File: src/rtl/organizer_row_seq_pkg.sv
// Purpose : shared widths, watchdog default and FSM state type for the organizer row sequencer.
// Latency : n/a (types and constants only).
// Backpressure: n/a.
package organizer_row_seq_pkg;

  localparam int ELEMENT_WIDTH_DEF = 32;
  localparam int CNT_W_DEF         = 8;
  localparam int ROW_W_DEF         = 10;
  localparam int ADDR_W_DEF        = 16;
  localparam int TIMEOUT_DEF       = 64;

  // One row flows IDLE -> ISSUE -> DRAIN -> HOLD -> (GAP -> ISSUE ...) -> IDLE.
  typedef enum logic [2:0] {
    IDLE  = 3'd0,
    ISSUE = 3'd1,
    DRAIN = 3'd2,
    HOLD  = 3'd3,
    GAP   = 3'd4
  } seq_state_t;

endpackage

File: src/rtl/organizer_row_sequencer_if.sv
// Purpose : groups the row-buffer read, organizer control/return and result handshake signals.
// Latency : n/a (wiring only).
// Backpressure: res_valid is held by the master until the slave raises res_ready.
// Ports   : master = sequencer side (drives reads, organizer control, result);
//           slave  = environment side (row buffer + organizer + result consumer).
interface organizer_row_sequencer_if
  import organizer_row_seq_pkg::*;
#(
  parameter int ELEMENT_WIDTH = ELEMENT_WIDTH_DEF,
  parameter int ROW_W         = ROW_W_DEF,
  parameter int ADDR_W        = ADDR_W_DEF
) ();

  logic                     rd_en;
  logic [ADDR_W-1:0]        rd_addr;
  logic                     org_start;
  logic                     org_outsider4;
  logic                     org_exe_finish;
  logic                     org_final_finish;
  logic [ELEMENT_WIDTH-1:0] org_adder_output;
  logic [ELEMENT_WIDTH-1:0] res_data;
  logic [ROW_W-1:0]         res_row;
  logic                     res_valid;
  logic                     res_ready;

  modport master (
    output rd_en, rd_addr, org_start, org_outsider4,
    input  org_exe_finish, org_final_finish, org_adder_output,
    output res_data, res_row, res_valid,
    input  res_ready
  );

  modport slave (
    input  rd_en, rd_addr, org_start, org_outsider4,
    output org_exe_finish, org_final_finish, org_adder_output,
    input  res_data, res_row, res_valid,
    output res_ready
  );

endinterface

File: src/rtl/organizer_row_seq_watchdog.sv
// Purpose : clear/enable counter that flags expiry on the TIMEOUT-th enabled cycle.
// Latency : expire is combinational in the TIMEOUT-th consecutive enabled cycle.
// Backpressure: none.
// Ports   : clk, main_reset_n (sync, active low), clear (dominant), enable, expire.
module organizer_row_seq_watchdog #(
  parameter int TIMEOUT = 64
) (
  input  logic clk,
  input  logic main_reset_n,
  input  logic clear,
  input  logic enable,
  output logic expire
);

  localparam int W = $clog2(TIMEOUT + 1);

  logic [W-1:0] cnt;

  always_ff @(posedge clk) begin
    if (!main_reset_n || clear) begin
      cnt <= '0;
    end else if (enable) begin
      cnt <= cnt + W'(1);
    end
  end

  // cnt holds the number of enabled cycles already elapsed, so this fires
  // in the cycle where the count would reach TIMEOUT.
  assign expire = enable && (cnt == W'(TIMEOUT - 1));

endmodule

File: src/rtl/organizer_row_sequencer.sv
// Purpose : sequences matrix rows through one organizer row adder and returns one sum per row.
// Latency : row period = cfg_chunks issue + organizer drain + HOLD + 1 GAP cycle (res_ready high).
// Backpressure: result held in HOLD until res_ready; no new row is issued meanwhile.
// Ports   : clk, main_reset_n (sync, active low); go/cfg_chunks/cfg_rows start a job;
//           bus = row-buffer reads, organizer control/returns, result valid/ready;
//           busy, done, err_cfg, err_timeout status (done/err_* are 1-cycle pulses
//           registered one cycle after their triggering event).
module organizer_row_sequencer
  import organizer_row_seq_pkg::*;
#(
  parameter int ELEMENT_WIDTH = ELEMENT_WIDTH_DEF,
  parameter int CNT_W         = CNT_W_DEF,
  parameter int ROW_W         = ROW_W_DEF,
  parameter int ADDR_W        = ADDR_W_DEF,
  parameter int TIMEOUT       = TIMEOUT_DEF
) (
  input  logic                      clk,
  input  logic                      main_reset_n,
  input  logic                      go,
  input  logic [CNT_W-1:0]          cfg_chunks,
  input  logic [ROW_W-1:0]          cfg_rows,
  organizer_row_sequencer_if.master bus,
  output logic                      busy,
  output logic                      done,
  output logic                      err_cfg,
  output logic                      err_timeout
);

  seq_state_t state, state_n;

  logic [CNT_W-1:0]         chunks_q;
  logic [ROW_W-1:0]         rows_q;
  logic [ROW_W-1:0]         row_q;
  logic [CNT_W-1:0]         issue_cnt;
  logic [CNT_W-1:0]         ret_cnt;
  logic [CNT_W-1:0]         ret_cnt_n;
  logic [ADDR_W-1:0]        rd_addr_q;
  logic                     outsider_q;
  logic [ELEMENT_WIDTH-1:0] res_data_q;
  logic [ROW_W-1:0]         res_row_q;
  logic                     res_valid_q;
  logic                     done_q;
  logic                     err_cfg_q;
  logic                     err_timeout_q;

  logic rd_en_c;
  logic org_start_c;
  logic start_job;
  logic cfg_bad;
  logic capture;
  logic accept;
  logic abort;
  logic last_issue;
  logic last_row;
  logic wd_expire;

  assign last_issue = (issue_cnt == chunks_q - CNT_W'(1));
  assign last_row   = (row_q == rows_q - ROW_W'(1));

  // Returns are counted whenever the organizer is running, so a fast
  // organizer may return chunks while later ones are still being issued.
  assign ret_cnt_n = ret_cnt + CNT_W'(bus.org_exe_finish);

  organizer_row_seq_watchdog #(
    .TIMEOUT (TIMEOUT)
  ) u_watchdog (
    .clk          (clk),
    .main_reset_n (main_reset_n),
    .clear        (state != DRAIN),
    .enable       (state == DRAIN),
    .expire       (wd_expire)
  );

  always_ff @(posedge clk) begin
    if (!main_reset_n) begin
      state <= IDLE;
    end else begin
      state <= state_n;
    end
  end

  always_comb begin
    state_n     = state;
    rd_en_c     = 1'b0;
    org_start_c = 1'b0;
    start_job   = 1'b0;
    cfg_bad     = 1'b0;
    capture     = 1'b0;
    accept      = 1'b0;
    abort       = 1'b0;
    case (state)
      IDLE: begin
        if (go) begin
          if ((cfg_chunks != '0) && (cfg_rows != '0)) begin
            start_job = 1'b1;
            state_n   = ISSUE;
          end else begin
            cfg_bad = 1'b1;
          end
        end
      end
      ISSUE: begin
        rd_en_c     = 1'b1;
        org_start_c = 1'b1;
        if (last_issue) begin
          state_n = DRAIN;
        end
      end
      DRAIN: begin
        org_start_c = 1'b1;
        // A final pulse arriving before every chunk has returned belongs to a
        // partial sum and is ignored; the last exe pulse may coincide with it.
        if ((ret_cnt_n == chunks_q) && bus.org_final_finish) begin
          capture = 1'b1;
          state_n = HOLD;
        end else if (wd_expire) begin
          abort   = 1'b1;
          state_n = IDLE;
        end
      end
      HOLD: begin
        if (res_valid_q && bus.res_ready) begin
          accept  = 1'b1;
          state_n = last_row ? IDLE : GAP;
        end
      end
      GAP: begin
        // org_start low for this cycle re-arms the organizer's first-chunk logic.
        state_n = ISSUE;
      end
      default: begin
        state_n = IDLE;
      end
    endcase
  end

  always_ff @(posedge clk) begin
    if (!main_reset_n) begin
      chunks_q      <= '0;
      rows_q        <= '0;
      row_q         <= '0;
      issue_cnt     <= '0;
      ret_cnt       <= '0;
      rd_addr_q     <= '0;
      outsider_q    <= 1'b0;
      res_data_q    <= '0;
      res_row_q     <= '0;
      res_valid_q   <= 1'b0;
      done_q        <= 1'b0;
      err_cfg_q     <= 1'b0;
      err_timeout_q <= 1'b0;
    end else begin
      done_q        <= accept && last_row;
      err_cfg_q     <= cfg_bad;
      err_timeout_q <= abort;
      outsider_q    <= rd_en_c;
      issue_cnt     <= rd_en_c ? issue_cnt + CNT_W'(1) : '0;
      ret_cnt       <= org_start_c ? ret_cnt_n : '0;

      if (start_job) begin
        chunks_q  <= cfg_chunks;
        rows_q    <= cfg_rows;
        row_q     <= '0;
        rd_addr_q <= '0;
      end else if (rd_en_c) begin
        // Running chunk base across rows; wraps naturally at 2^ADDR_W.
        rd_addr_q <= rd_addr_q + ADDR_W'(1);
      end

      if (capture) begin
        res_data_q  <= bus.org_adder_output;
        res_row_q   <= row_q;
        res_valid_q <= 1'b1;
      end else if (accept) begin
        res_valid_q <= 1'b0;
      end

      if (accept && !last_row) begin
        row_q <= row_q + ROW_W'(1);
      end
    end
  end

  assign bus.rd_en         = rd_en_c;
  assign bus.rd_addr       = rd_addr_q;
  assign bus.org_start     = org_start_c;
  assign bus.org_outsider4 = outsider_q;
  assign bus.res_data      = res_data_q;
  assign bus.res_row       = res_row_q;
  assign bus.res_valid     = res_valid_q;

  assign busy        = (state != IDLE);
  assign done        = done_q;
  assign err_cfg     = err_cfg_q;
  assign err_timeout = err_timeout_q;

endmodule

File: src/flat_wrapper.sv
// flat-port wrapper written by rule: the top's interface ports become plain ports
module organizer_row_sequencer_flat import organizer_row_seq_pkg::*;
#(
  parameter int ELEMENT_WIDTH = ELEMENT_WIDTH_DEF,
  parameter int CNT_W         = CNT_W_DEF,
  parameter int ROW_W         = ROW_W_DEF,
  parameter int ADDR_W        = ADDR_W_DEF,
  parameter int TIMEOUT       = TIMEOUT_DEF
)
  (clk, main_reset_n, go, cfg_chunks, cfg_rows, busy, done, err_cfg, err_timeout, bus_rd_en, bus_rd_addr, bus_org_start, bus_org_outsider4, bus_org_exe_finish, bus_org_final_finish, bus_org_adder_output, bus_res_data, bus_res_row, bus_res_valid, bus_res_ready);
  organizer_row_sequencer_if #(.ELEMENT_WIDTH(ELEMENT_WIDTH), .ROW_W(ROW_W), .ADDR_W(ADDR_W)) bus_i ();
  input  logic clk;
  input  logic main_reset_n;
  input  logic go;
  input  logic [CNT_W-1:0] cfg_chunks;
  input  logic [ROW_W-1:0] cfg_rows;
  output logic busy;
  output logic done;
  output logic err_cfg;
  output logic err_timeout;
  output wire logic [$bits(bus_i.rd_en)-1:0] bus_rd_en;
  output wire logic [$bits(bus_i.rd_addr)-1:0] bus_rd_addr;
  output wire logic [$bits(bus_i.org_start)-1:0] bus_org_start;
  output wire logic [$bits(bus_i.org_outsider4)-1:0] bus_org_outsider4;
  input wire logic [$bits(bus_i.org_exe_finish)-1:0] bus_org_exe_finish;
  input wire logic [$bits(bus_i.org_final_finish)-1:0] bus_org_final_finish;
  input wire logic [$bits(bus_i.org_adder_output)-1:0] bus_org_adder_output;
  output wire logic [$bits(bus_i.res_data)-1:0] bus_res_data;
  output wire logic [$bits(bus_i.res_row)-1:0] bus_res_row;
  output wire logic [$bits(bus_i.res_valid)-1:0] bus_res_valid;
  input wire logic [$bits(bus_i.res_ready)-1:0] bus_res_ready;
  assign bus_rd_en = bus_i.rd_en;
  assign bus_rd_addr = bus_i.rd_addr;
  assign bus_org_start = bus_i.org_start;
  assign bus_org_outsider4 = bus_i.org_outsider4;
  assign bus_i.org_exe_finish = bus_org_exe_finish;
  assign bus_i.org_final_finish = bus_org_final_finish;
  assign bus_i.org_adder_output = bus_org_adder_output;
  assign bus_res_data = bus_i.res_data;
  assign bus_res_row = bus_i.res_row;
  assign bus_res_valid = bus_i.res_valid;
  assign bus_i.res_ready = bus_res_ready;
  organizer_row_sequencer #(.ELEMENT_WIDTH(ELEMENT_WIDTH), .CNT_W(CNT_W), .ROW_W(ROW_W), .ADDR_W(ADDR_W), .TIMEOUT(TIMEOUT)) u_core (.clk(clk), .main_reset_n(main_reset_n), .go(go), .cfg_chunks(cfg_chunks), .cfg_rows(cfg_rows), .bus(bus_i), .busy(busy), .done(done), .err_cfg(err_cfg), .err_timeout(err_timeout));
endmodule
File: config.mk
export PLATFORM = sky130hd
export DESIGN_NAME = organizer_row_sequencer_flat
export DESIGN_NICKNAME = d
export VERILOG_FILES = /design/src/rtl/organizer_row_seq_pkg.sv /design/src/rtl/organizer_row_sequencer_if.sv /design/src/rtl/organizer_row_seq_watchdog.sv /design/src/rtl/organizer_row_sequencer.sv /design/src/flat_wrapper.sv
export SDC_FILE = /design/constraint.sdc
export NUM_CORES = 1
export LEC_CHECK = 0
export CORE_ASPECT_RATIO = 0.6
export CORE_UTILIZATION = 35
export DETAILED_ROUTE_END_ITERATION = 8
export PLACE_DENSITY_LB_ADDON = 0.05
export SETUP_SLACK_MARGIN = 0.02
export SLEW_MARGIN = 20
export SYNTH_ARGS = -nofsm -noshare
export SYNTH_HDL_FRONTEND = slang
export SYNTH_SLANG_ARGS = --single-unit
File: constraint.sdc
create_clock -name clk -period 7 [get_ports clk]
set_input_delay 2.1 -clock clk [delete_from_list [all_inputs] [get_ports clk]]
set_output_delay 2.1 -clock clk [all_outputs]
set_load 0.01 [all_outputs]
==> summary.txt, run 1 <==
================================================================================
Port Buf Inserts                                                             121
Die width                                                                 162 um
Fraction of power consumed by sequential logic                             41.5%
Number of DRC violations after detailed-routing iteration 0                  231
Arrival @ worst endpoint                                                 5.00 ns
I/O pin total                                                                122
GRT overflow                                                                   0
Clock tree skew after final layout                                     0.0165 ns
Max VDD drop                                                            0.130 mV
Yosys warning count                                                            0
Count of placed standard cells including taps                                915
Classification of the worst setup path                                    in2reg
Y dimension of the die                                                   97.8 um
Clock insertion delay at the later pin of the skew report                0.41 ns
Post-synthesis instance area                                          5360 sq um
Cell types with the highest counts after synthesis                  117 x sky130_fd_sc_hd__dfxtp_1, 110 x sky130_fd_sc_hd__nand2_1, 69 x sky130_fd_sc_hd__nor2_1
Setup repair after global routing missed its margin                           no
Root Buffer Master                                                  sky130_fd_sc_hd__clkbuf_16
Switching share of power                                                   23.6%
Initial antenna violation count                                                0
GR met1 Demand/Resource                                                    26.9%
Aggregate routed wire length                                            14100 um
Inserted Diodes                                                                0
Synthesized flop and latch total                                             117
CTS tree                                                                    done
Worst Setup Start Kind                                                input port
Seq/Total Area, Yosys                                                      43.7%
Pin count of the biggest net entering global routing                          65
Period utilisation layout                                                  67.0%
Top-count cell post-synth                                           sky130_fd_sc_hd__dfxtp_1
Die Footprint                                                        15800 sq um
R2R Setup Slk                                                            4.04 ns
Average cell area after synthesis                                     8.57 sq um
Met2 Resource Use GR                                                       26.4%
Accumulated negative setup slack                                            0 ns
Initial standard-cell utilization of the core                              36.4%
Total area of multi-input combinational cells                         2770 sq um
Combinational group share of total power                                    8.3%
Proportion of power drawn by the clock network                             50.2%
Half-perimeter wire length after detailed placement                      9950 um
Switch Pwr                                                            0.000393 W
Cell types with the largest area share after synthesis              sky130_fd_sc_hd__dfxtp_1 44%, sky130_fd_sc_hd__nand2_1 7.7%, sky130_fd_sc_hd__a21oi_1 5.2%
Area Growth Syn to Fin                                                     34.8%
Clock transition at the registers of the reported paths                  0.05 ns
Total of endpoints with negative setup slack in the final report               0
Drt wl/cell                                                              14.9 um
Deepest level of the CTS H-tree                                                4
Cell taking the most area after synthesis                           sky130_fd_sc_hd__dfxtp_1
Footprint of the flip-flops and latches                               2340 sq um
Outcome                                                                completed
Inserted Clock Buffers                                                        17
Relative slew slack                                                        37.9%
Primary flip-flop cell chosen by synthesis mapping                  sky130_fd_sc_hd__dfxtp_1
Maximum clock insertion buffer count                                           2
Reported max-cap violation count                                               0
Internal portion of total power                                        0.00127 W
Antenna Violating Nets Remaining                                               0
All-Layer GR Usage                                                         18.8%
Instance count of the mapped netlist                                         625
Required time at the endpoint of the critical path                       7.31 ns
Area share of the largest cell type after synthesis                        43.7%
Number of design rule violations left after detail routing                     0
Std-Cell Rows                                                                 34
Floorplan Core Area                                                  14700 sq um
Post-layout minimum cycle time                                           4.69 ns
Max Clk Rate                                                             213 MHz
Power density relative to cell area                                  230 nW/um^2
Tightest Pin Transition                                                 0.932 ns
Async S/R FF share, synth                                                     0%
Fraction of final layout cells with drive strength greater than 1          6.54%
Wire length of the first global-routing pass                            23500 um
Leakage power                                                            2.66 nW
Hold bufs inserted after CTS                                                   0
Most used routing layer in global routing                                   met1
Hold Crit Class                                                          reg2reg
First-pass iteration count of the detailed router                              4
Critical Path Fanout Max                                                      43
Fin cells                                                                    947
Post-synthesis cell type count                                                63
Global routing usage on met3                                               7.05%
Count of final hold-check violations                                           0
CTS resizes                                                                    0
Final Net Count                                                              800
Routability cong.                                                          0.793
Net count after synthesis                                                    689
Type of element capturing the critical path                            flip-flop
Number of clock sinks                                                        117
Detailed-route vias per instance                                            4.90
Post-CTS setup-driven buffer insertion count                                   0
EDFF count, synth                                                              0
Final Max Slew Viols                                                           0
Fillers                                                                     1457
Vias in the first global route                                              4538
Number of vias in the routed layout                                         4645
================================================================================
==> stage by stage <==
step,hold slack (ns),utilization [%],instance area (sq um),worst slack (ns),total power [W]
after floorplan,0.413,-,5360,2.77,0.000785
after global placement,0.426,45.2,6650,1.98,0.000838
after detailed placement,0.440,45.2,6650,1.89,0.000842
after CTS,0.448,49.0,7220,2.30,0.00169
after global routing,0.467,49.0,7220,2.04,0.00173
final,0.443,49.0,7220,2.31,0.00166
==> layout by cell type, fill, tap and decap left out, types with 3 or more instances in the layout <==
cell and instances:
sky130_fd_sc_hd__a211o_1 6, sky130_fd_sc_hd__a211oi_1 3, sky130_fd_sc_hd__a21oi_1 56, sky130_fd_sc_hd__a31oi_1 4, sky130_fd_sc_hd__and2_1 3, sky130_fd_sc_hd__and3_1 11
sky130_fd_sc_hd__buf_4 4, sky130_fd_sc_hd__clkbuf_16 17, sky130_fd_sc_hd__clkdlybuf4s50_1 121, sky130_fd_sc_hd__clkinv_2 6, sky130_fd_sc_hd__clkinvlp_4 3, sky130_fd_sc_hd__dfxtp_1 117
sky130_fd_sc_hd__ha_1 8, sky130_fd_sc_hd__inv_1 10, sky130_fd_sc_hd__mux2i_1 20, sky130_fd_sc_hd__nand2_1 110, sky130_fd_sc_hd__nand3_1 24, sky130_fd_sc_hd__nand3b_1 4
sky130_fd_sc_hd__nand4_1 5, sky130_fd_sc_hd__nor2_1 69, sky130_fd_sc_hd__nor2b_1 3, sky130_fd_sc_hd__nor3_1 13, sky130_fd_sc_hd__nor3b_1 4, sky130_fd_sc_hd__nor4_1 7
sky130_fd_sc_hd__o21ai_0 6, sky130_fd_sc_hd__or3_1 5, sky130_fd_sc_hd__or4_1 3, sky130_fd_sc_hd__xnor2_1 30, sky130_fd_sc_hd__xor2_1 29
==> worst paths after layout <==
kind	cells past startpoint	from	end
min	1	u_core.u_watchdog.cnt[0]$_SDFFE_PP0N_	u_core.u_watchdog.cnt[0]$_SDFFE_PP0N_
max reg2reg	9	u_core.rows_q[0]$_SDFFE_PN0P_	u_core.row_q[5]$_SDFFE_PN0P_
max	11	bus_org_exe_finish	u_core.bus.res_data[26]$_SDFFE_PN0P_
min reg2reg	1	u_core.u_watchdog.cnt[0]$_SDFFE_PP0N_	u_core.u_watchdog.cnt[0]$_SDFFE_PP0N_
==> worst max-delay path: stages <==
cell	delay, ns
sky130_fd_sc_hd__clkdlybuf4s50_1	0.42
sky130_fd_sc_hd__ha_1	0.24
sky130_fd_sc_hd__ha_1	0.23
sky130_fd_sc_hd__xnor2_1	0.24
sky130_fd_sc_hd__xnor2_1	0.10
sky130_fd_sc_hd__or4_1	0.57
sky130_fd_sc_hd__a211oi_2	0.23
sky130_fd_sc_hd__and2_1	0.16
sky130_fd_sc_hd__buf_4	0.40
sky130_fd_sc_hd__nand2_1	0.12
sky130_fd_sc_hd__a21oi_1	0.16
==> logic make-up (layout without fill, tap and decap cells) <==
kind of cell / Yosys count / in the layout / share of synthesized area [%]
XOR/XNOR: 60 / 60 / 10.1
buffers and inverters: 45 / 169 / 4.49
adder cells (fa/ha/maj): 8 / 8 / 1.87
flip-flops: 117 / 117 / 43.7
multiplexers: 21 / 21 / 3.95
AND/OR/NAND/NOR: 278 / 278 / 24.6
AO/OA/AOI/OAI: 96 / 96 / 11.2
==> flip-flops by register name, summed over array words and instances, names as in the netlist <==
register,cells
u_core.done,1
u_core.issue_cnt,8
u_core.rows_q,10
u_core.ret_cnt,8
u_core.err_cfg,1
u_core.state,3
u_core.bus.res_row,10
u_core.bus.org_outsider4,1
u_core.u_watchdog.cnt,7
u_core.chunks_q,8
u_core.row_q,10
u_core.bus.res_data,32
u_core.bus.rd_addr,16
u_core.err_timeout,1
u_core.bus.res_valid,1
==> routing by layer <==
metal,vias to the layer above,wire length (um)
met1,2177,7360
met4,0,80
met3,6,1060
met5,-,0
met2,104,5630
li1,2358,-
==> cell type report <==
class | instances | share of cell area (%)
clock inverter | 13 | 1.86
timing repair buffer | 125 | 17.2
sequential | 117 | 32.5
inverter | 12 | 0.641
clock buffer | 19 | 6.00
tap | 198 | 3.43
multi-input combinational | 463 | 38.4
==> power groups by stage <==
| stage | Combinational (W) | Sequential (W) | Clock (W) |
|---|---|---|---|
| 6_report | 0.000138 | 0.000690 | 0.000835 |
| 5_1_grt | 0.000152 | 0.000691 | 0.000889 |
| 4_1_cts | 0.000139 | 0.000689 | 0.000857 |
| 3_5_place_dp | 0.000138 | 0.000704 | 0 |
| 3_3_place_gp | 0.000135 | 0.000704 | 0 |
| 2_1_floorplan | 0.0000883 | 0.000696 | 0 |
(Power assumes the default switching activity.)
==> inputs of run 2 (changes only) <==
==> constraint.sdc (replaced) <==
create_clock -name clk -period 4.8 [get_ports clk]
set_input_delay 1.44 -clock clk [delete_from_list [all_inputs] [get_ports clk]]
set_output_delay 1.44 -clock clk [all_outputs]
set_load 0.01 [all_outputs]
==> summary.txt, run 2 (synthesis results as in run 1) <==
================================================================================
Total area of multi-input combinational cells                         2770 sq um
HP Start                                                            u_core.bus.res_data[25]$_SDFFE_PN0P_
Type of element capturing the critical path                            flip-flop
Max Clk Rate                                                             260 MHz
Port Buf Inserts                                                             121
Most frequent cells in the layout                                   121 x sky130_fd_sc_hd__clkdlybuf4s50_1, 117 x sky130_fd_sc_hd__dfxtp_1, 110 x sky130_fd_sc_hd__nand2_1
Hold bufs inserted after CTS                                                   0
Worst Hold End                                                      u_core.bus.res_data[25]$_SDFFE_PN0P_
Y dimension of the die                                                   97.8 um
Floorplan Core Area                                                  14700 sq um
Classification of the worst setup path                                    in2reg
Worst Setup Start Kind                                                input port
Cell with the largest stage delay on the worst path                 sky130_fd_sc_hd__or4_1
Final Max Slew Viols                                                           0
Aggregate routed wire length                                            14100 um
Pin count of the biggest net entering global routing                          65
Drt wl/cell                                                              14.8 um
Area Growth Syn to Fin                                                     35.9%
Setup repair after global routing missed its margin                           no
Period utilisation layout                                                  80.1%
Critical path, cell by cell                                         clkdlybuf4s50_1 -> ha_1 -> ha_1 -> and3_1 -> xnor2_1 -> or4_1 -> a211oi_2 -> and2_1 -> buf_12 -> nand2_1 -> a21oi_1
Leakage power                                                            2.68 nW
Slowest Stage Delay on Critical Path                                     0.51 ns
Fraction of final layout cells with drive strength greater than 1          7.06%
Inserted Clock Buffers                                                        17
End of the worst register-to-register path                          u_core.row_q[5]$_SDFFE_PN0P_
Hold Worst Slack                                                        0.447 ns
Wire length of the first global-routing pass                            23400 um
Number of vias in the routed layout                                         4619
Arrival @ worst endpoint                                                 4.17 ns
Outcome                                                                completed
Final setup margin                                                      0.955 ns
Maximum clock insertion buffer count                                           2
Clock transition at the registers of the reported paths                  0.06 ns
Die Footprint                                                        15800 sq um
Max VDD drop                                                            0.143 mV
Vias in the first global route                                              4612
Root Buffer Master                                                  sky130_fd_sc_hd__clkbuf_16
First-pass iteration count of the detailed router                              4
Total of endpoints with negative setup slack in the final report               0
Tightest Pin Transition                                                 0.711 ns
Critical Path Fanout Max                                                      43
Number of DRC violations after detailed-routing iteration 0                  157
Footprint of the flip-flops and latches                               2340 sq um
Deepest level of the CTS H-tree                                                4
CTS resizes                                                                    0
Fillers                                                                     1414
Half-perimeter wire length after detailed placement                      9990 um
Inserted Diodes                                                                0
R2R Setup Slk                                                            1.86 ns
Required time at the endpoint of the critical path                       5.12 ns
Commonest non-fill, non-tap cell in the layout                      sky130_fd_sc_hd__clkdlybuf4s50_1
Reported max-cap violation count                                               0
Initial antenna violation count                                                0
Count of final hold-check violations                                           0
Count of placed standard cells including taps                                917
Buffers and inverters on the worst path                                        2
Post-layout minimum cycle time                                           3.84 ns
Std-Cell Rows                                                                 34
Hold Crit Class                                                          reg2reg
Clock insertion delay at the later pin of the skew report                0.41 ns
Number of flip-flops under the largest register name                          32
Accumulated negative setup slack                                            0 ns
CTS tree                                                                    done
Routability cong.                                                          0.777
Initial standard-cell utilization of the core                              36.4%
Antenna Violating Nets Remaining                                               0
Worst flop-to-flop path startpoint                                  u_core.rows_q[0]$_SDFFE_PN0P_
Cell mode on critical path                                          sky130_fd_sc_hd__ha_1
Largest delay share family, worst path                              simple AND/OR/NAND/NOR gates
Number of design rule violations left after detail routing                     0
Hold Crit Depth                                                                2
Fin cells                                                                    949
Die width                                                                 162 um
Clock tree skew after final layout                                     0.0161 ns
Post-CTS setup-driven buffer insertion count                                   0
Detailed-route vias per instance                                            4.87
I/O pin total                                                                122
All-Layer GR Usage                                                         18.9%
Number of clock sinks                                                        117
Relative slew slack                                                        52.5%
Final Net Count                                                              802
Number of cells on the worst reg-to-reg path                                   9
GRT overflow                                                                   0
Worst-case setup slack after placement                                  0.520 ns
Power density relative to cell area                                  341 nW/um^2
================================================================================
-- run 2: area by class of cell --
cell class                 instances  area share [%]
multi-input combinational        463            38.1
clock buffer                      19            6.22
clock inverter                    13            2.06
inverter                          12           0.619
timing repair buffer             127            17.4
tap                              198            3.40
sequential                       117            32.2
-- run 2: where the power goes --
part           internal, W  switching (W)
logic             0.000108      0.0000937
registers         0.000984      0.0000213
clock network     0.000798       0.000478
total              0.00189       0.000593
-- run 2: worst min-delay path: stages, from the launching register on --
cell and delay (ns):
sky130_fd_sc_hd__dfxtp_1 0.30, sky130_fd_sc_hd__nand2_1 0.05, sky130_fd_sc_hd__a21oi_1 0.05
-- run 2: metrics by stage --
stage / utilization, % / cell area, sq um / power, W
3_5_place_dp: 45.4 / 6680 / 0.00123
5_1_grt: 49.5 / 7280 / 0.00259
4_1_cts: 49.5 / 7280 / 0.00251
6_report: 49.5 / 7280 / 0.00248
3_3_place_gp: 45.4 / 6680 / 0.00122
2_1_floorplan: - / 5360 / 0.00114
-- run 2: worst max path at each step --
| stage | startpoint | to | slack, ns | depth (start not counted) |
|---|---|---|---|---|
| finish | bus_org_exe_finish | u_core.bus.res_data[13]$_SDFFE_PN0P_ | 0.96 | 11 |
| global route | bus_org_exe_finish | u_core.bus.res_row[4]$_SDFFE_PN0P_ | 0.71 | 11 |
| CTS | bus_org_exe_finish | u_core.bus.res_data[13]$_SDFFE_PN0P_ | 0.95 | 11 |
| detailed placement | bus_org_exe_finish | u_core.bus.res_data[30]$_SDFFE_PN0P_ | 0.52 | 11 |
| global placement | bus_org_exe_finish | u_core.bus.res_row[2]$_SDFFE_PN0P_ | 0.59 | 11 |
| floorplan | bus_org_exe_finish | u_core.bus.res_row[5]$_SDFFE_PN0P_ | 1.23 | 11 |
-- run 2: metal layers --
layer / vias up / GRT usage [%] / routed length [um]
met5: - / 0 / 0
met4: 0 / 5.88 / 44
met3: 2 / 6.16 / 896
met2: 100 / 26.5 / 5660
met1: 2154 / 27.2 / 7460
li1: 2363 / - / -
==> variant, RTL diff (config.mk and constraints of run 1) <==
Set the package constant `ROW_W_DEF` to 14 (it was 10).
--- a/src/rtl/organizer_row_seq_pkg.sv
+++ b/src/rtl/organizer_row_seq_pkg.sv
@@ -6,5 +6,5 @@
   localparam int ELEMENT_WIDTH_DEF = 32;
   localparam int CNT_W_DEF         = 8;
-  localparam int ROW_W_DEF         = 10;
+  localparam int ROW_W_DEF         = 14;
   localparam int ADDR_W_DEF        = 16;
   localparam int TIMEOUT_DEF       = 64;
Ports: changed (resized bus_res_row and cfg_rows); port bits go from 122 to 130. The function was not compared with the original's and may differ.
==> variant against run 1 <==
- worst setup slack got worse by 0.49 ns
- routed wire length grew 17%
- design area grew 13%
- sequential cell count rose by 12
- area after synthesis rose by 12%
- non-clock buffer count is 8 higher
- largest cell class unchanged
- highest routed layer unchanged
Power is not compared: it rests on default switching activity, and its combinational part moved more than twofold at a synthesized area within 25%.
==> variant: results (changes against run 1) <==
- The detailed-route vias per instance was 4.999 (was 4.905).
- The via count of the first global-routing pass came to 5,239 (was 4,538).
- The portion of the post-synthesis area used by sequential elements was 43.07% (was 43.74%).
* Headroom to the max-slew limit: 40.21% (was 37.86%)
- Placed wire-length estimate: 11.50 mm (was 9.955 mm)
* Final GP Congestion: 0.8553 (was 0.7931)
* Global-route wire length before repair: 26.43 mm (was 23.49 mm)
* VDD IR max: 0.0001421 V
* Run status: completed (unchanged)
- Adder-cell share of the synthesized area: 1.669% (was 1.869%)
- The arrival time at the worst endpoint came to 5.49 ns (was 5.00 ns).
* Share of total power consumed by net switching: 28.55%
- The number of nets in the layout is 897 (was 800).
- Aggregate global-route resource usage: 19.41% (was 18.83%)
* Multiplexer share of the synthesized area: 4.028% (was 3.949%)
- The complex-gate fraction of the synthesized area is 12.00% (was 11.24%).
- The area after detailed placement came to 0.007441 mm2 (was 0.006649 mm2).
- Launching instance or port of the critical path: bus_org_exe_finish (unchanged)
- The number of fillers in the final layout came to 1,556 (was 1,457).
- Met2 global-route usage: 27.99% (was 26.43%)
* Global routing usage on met1: 26.45% (was 26.86%)
* Drt total wl: 16.48 mm (was 14.13 mm)
- Clock tree skew after final layout: 0.01361 ns (was 0.01646 ns)
- The antenna diode instance count is 0 (unchanged).
- Top area cells in the synthesized netlist: sky130_fd_sc_hd__dfxtp_1 (43%), sky130_fd_sc_hd__nand2_1 (7.5%), sky130_fd_sc_hd__xnor2_1 (5.6%) (was sky130_fd_sc_hd__dfxtp_1 (44%), sky130_fd_sc_hd__nand2_1 (7.7%), sky130_fd_sc_hd__a21oi_1 (5.2%))
- The minimum setup slack after placement came to 1.396 ns (was 1.885 ns).
- The number of nets produced by synthesis was 785 (was 689).
- Number of placed instances with taps included: 1,038 (was 915)
- Most instantiated cells after synthesis: sky130_fd_sc_hd__dfxtp_1 (129), sky130_fd_sc_hd__nand2_1 (120), sky130_fd_sc_hd__nor2_1 (85) (was sky130_fd_sc_hd__dfxtp_1 (117), sky130_fd_sc_hd__nand2_1 (110), sky130_fd_sc_hd__nor2_1 (69))
* Largest net degree at the start of global routing: 71 (was 65)
* Largest fanout on the critical path: 48 (was 43)
* Area share of xor/xnor cells in the synthesized design: 10.18% (was 10.09%)
- The met3 global-route usage is 8.067% (was 7.052%).
- Fraction of layout cells with a size suffix above 1: 6.897% (was 6.542%)
* Violation count after the first detailed-route iteration: 292 (was 231)
- Synth cell types: 61 (was 63)
[variant: worst paths after layout]
| kind | slack [ns] | to | cells past startpoint |
|---|---|---|---|
| hold / removal | 0.44 | u_core.u_watchdog.cnt[0] | 1 |
| setup reg to reg | 3.65 | u_core.row_q[13] | 9 |
| setup / recovery | 1.82 | u_core.state[0] | 10 |
| hold reg to reg | 0.44 | u_core.u_watchdog.cnt[0] | 1 |
[variant: power groups by stage]
stage	clock network [mW]	registers, mW	logic [mW]
final	1.03	0.836	0.505
after global placement	0	0.849	0.495
after CTS	1.05	0.835	0.506
after detailed placement	0	0.851	0.503
after global routing	1.09	0.843	0.555
after floorplan	0	0.828	0.361
[variant: layer usage]
layer | share of wire (%) | up-vias
met5 | 0 | -
met4 | 0.49 | 0
met3 | 9.8 | 9
met2 | 39 | 154
met1 | 51 | 2501
li1 | - | 2680
[variant: critical path, stage by stage]
cell                              delay [ns]
sky130_fd_sc_hd__clkdlybuf4s50_1        0.49
sky130_fd_sc_hd__ha_1                   0.21
sky130_fd_sc_hd__ha_1                   0.23
sky130_fd_sc_hd__nand4_1                0.18
sky130_fd_sc_hd__xnor2_1                0.23
sky130_fd_sc_hd__o211ai_1               0.15
sky130_fd_sc_hd__a2111oi_0              0.65
sky130_fd_sc_hd__and3_2                 0.89
sky130_fd_sc_hd__a211oi_1               0.09
sky130_fd_sc_hd__a221oi_1               0.26
[variant: kinds of logic (layout without fill, tap and decap cells)]
kind of cell               count (synthesis)  count (layout)
xor gates and xnor gates                  68              68
muxes                                     24              24
AOI/OAI and AO/OA                        111             111
adders and majority gates                  8               8
buffers and inverters                     56             180
DFF                                      129             129
and+or+nand+nor                          321             321
[variant: final cells by class]
class | instances | area (um2) | area share (%)
clock inverters | 14 | 252.7 | 3.113
repair buffers | 133 | 1321 | 16.27
flip-flops and latches | 129 | 2582 | 31.81
clock buffers | 17 | 425.4 | 5.240
multi-input cells | 532 | 3192 | 39.31
well taps | 228 | 285.3 | 3.514
inverters | 16 | 60.06 | 0.7397
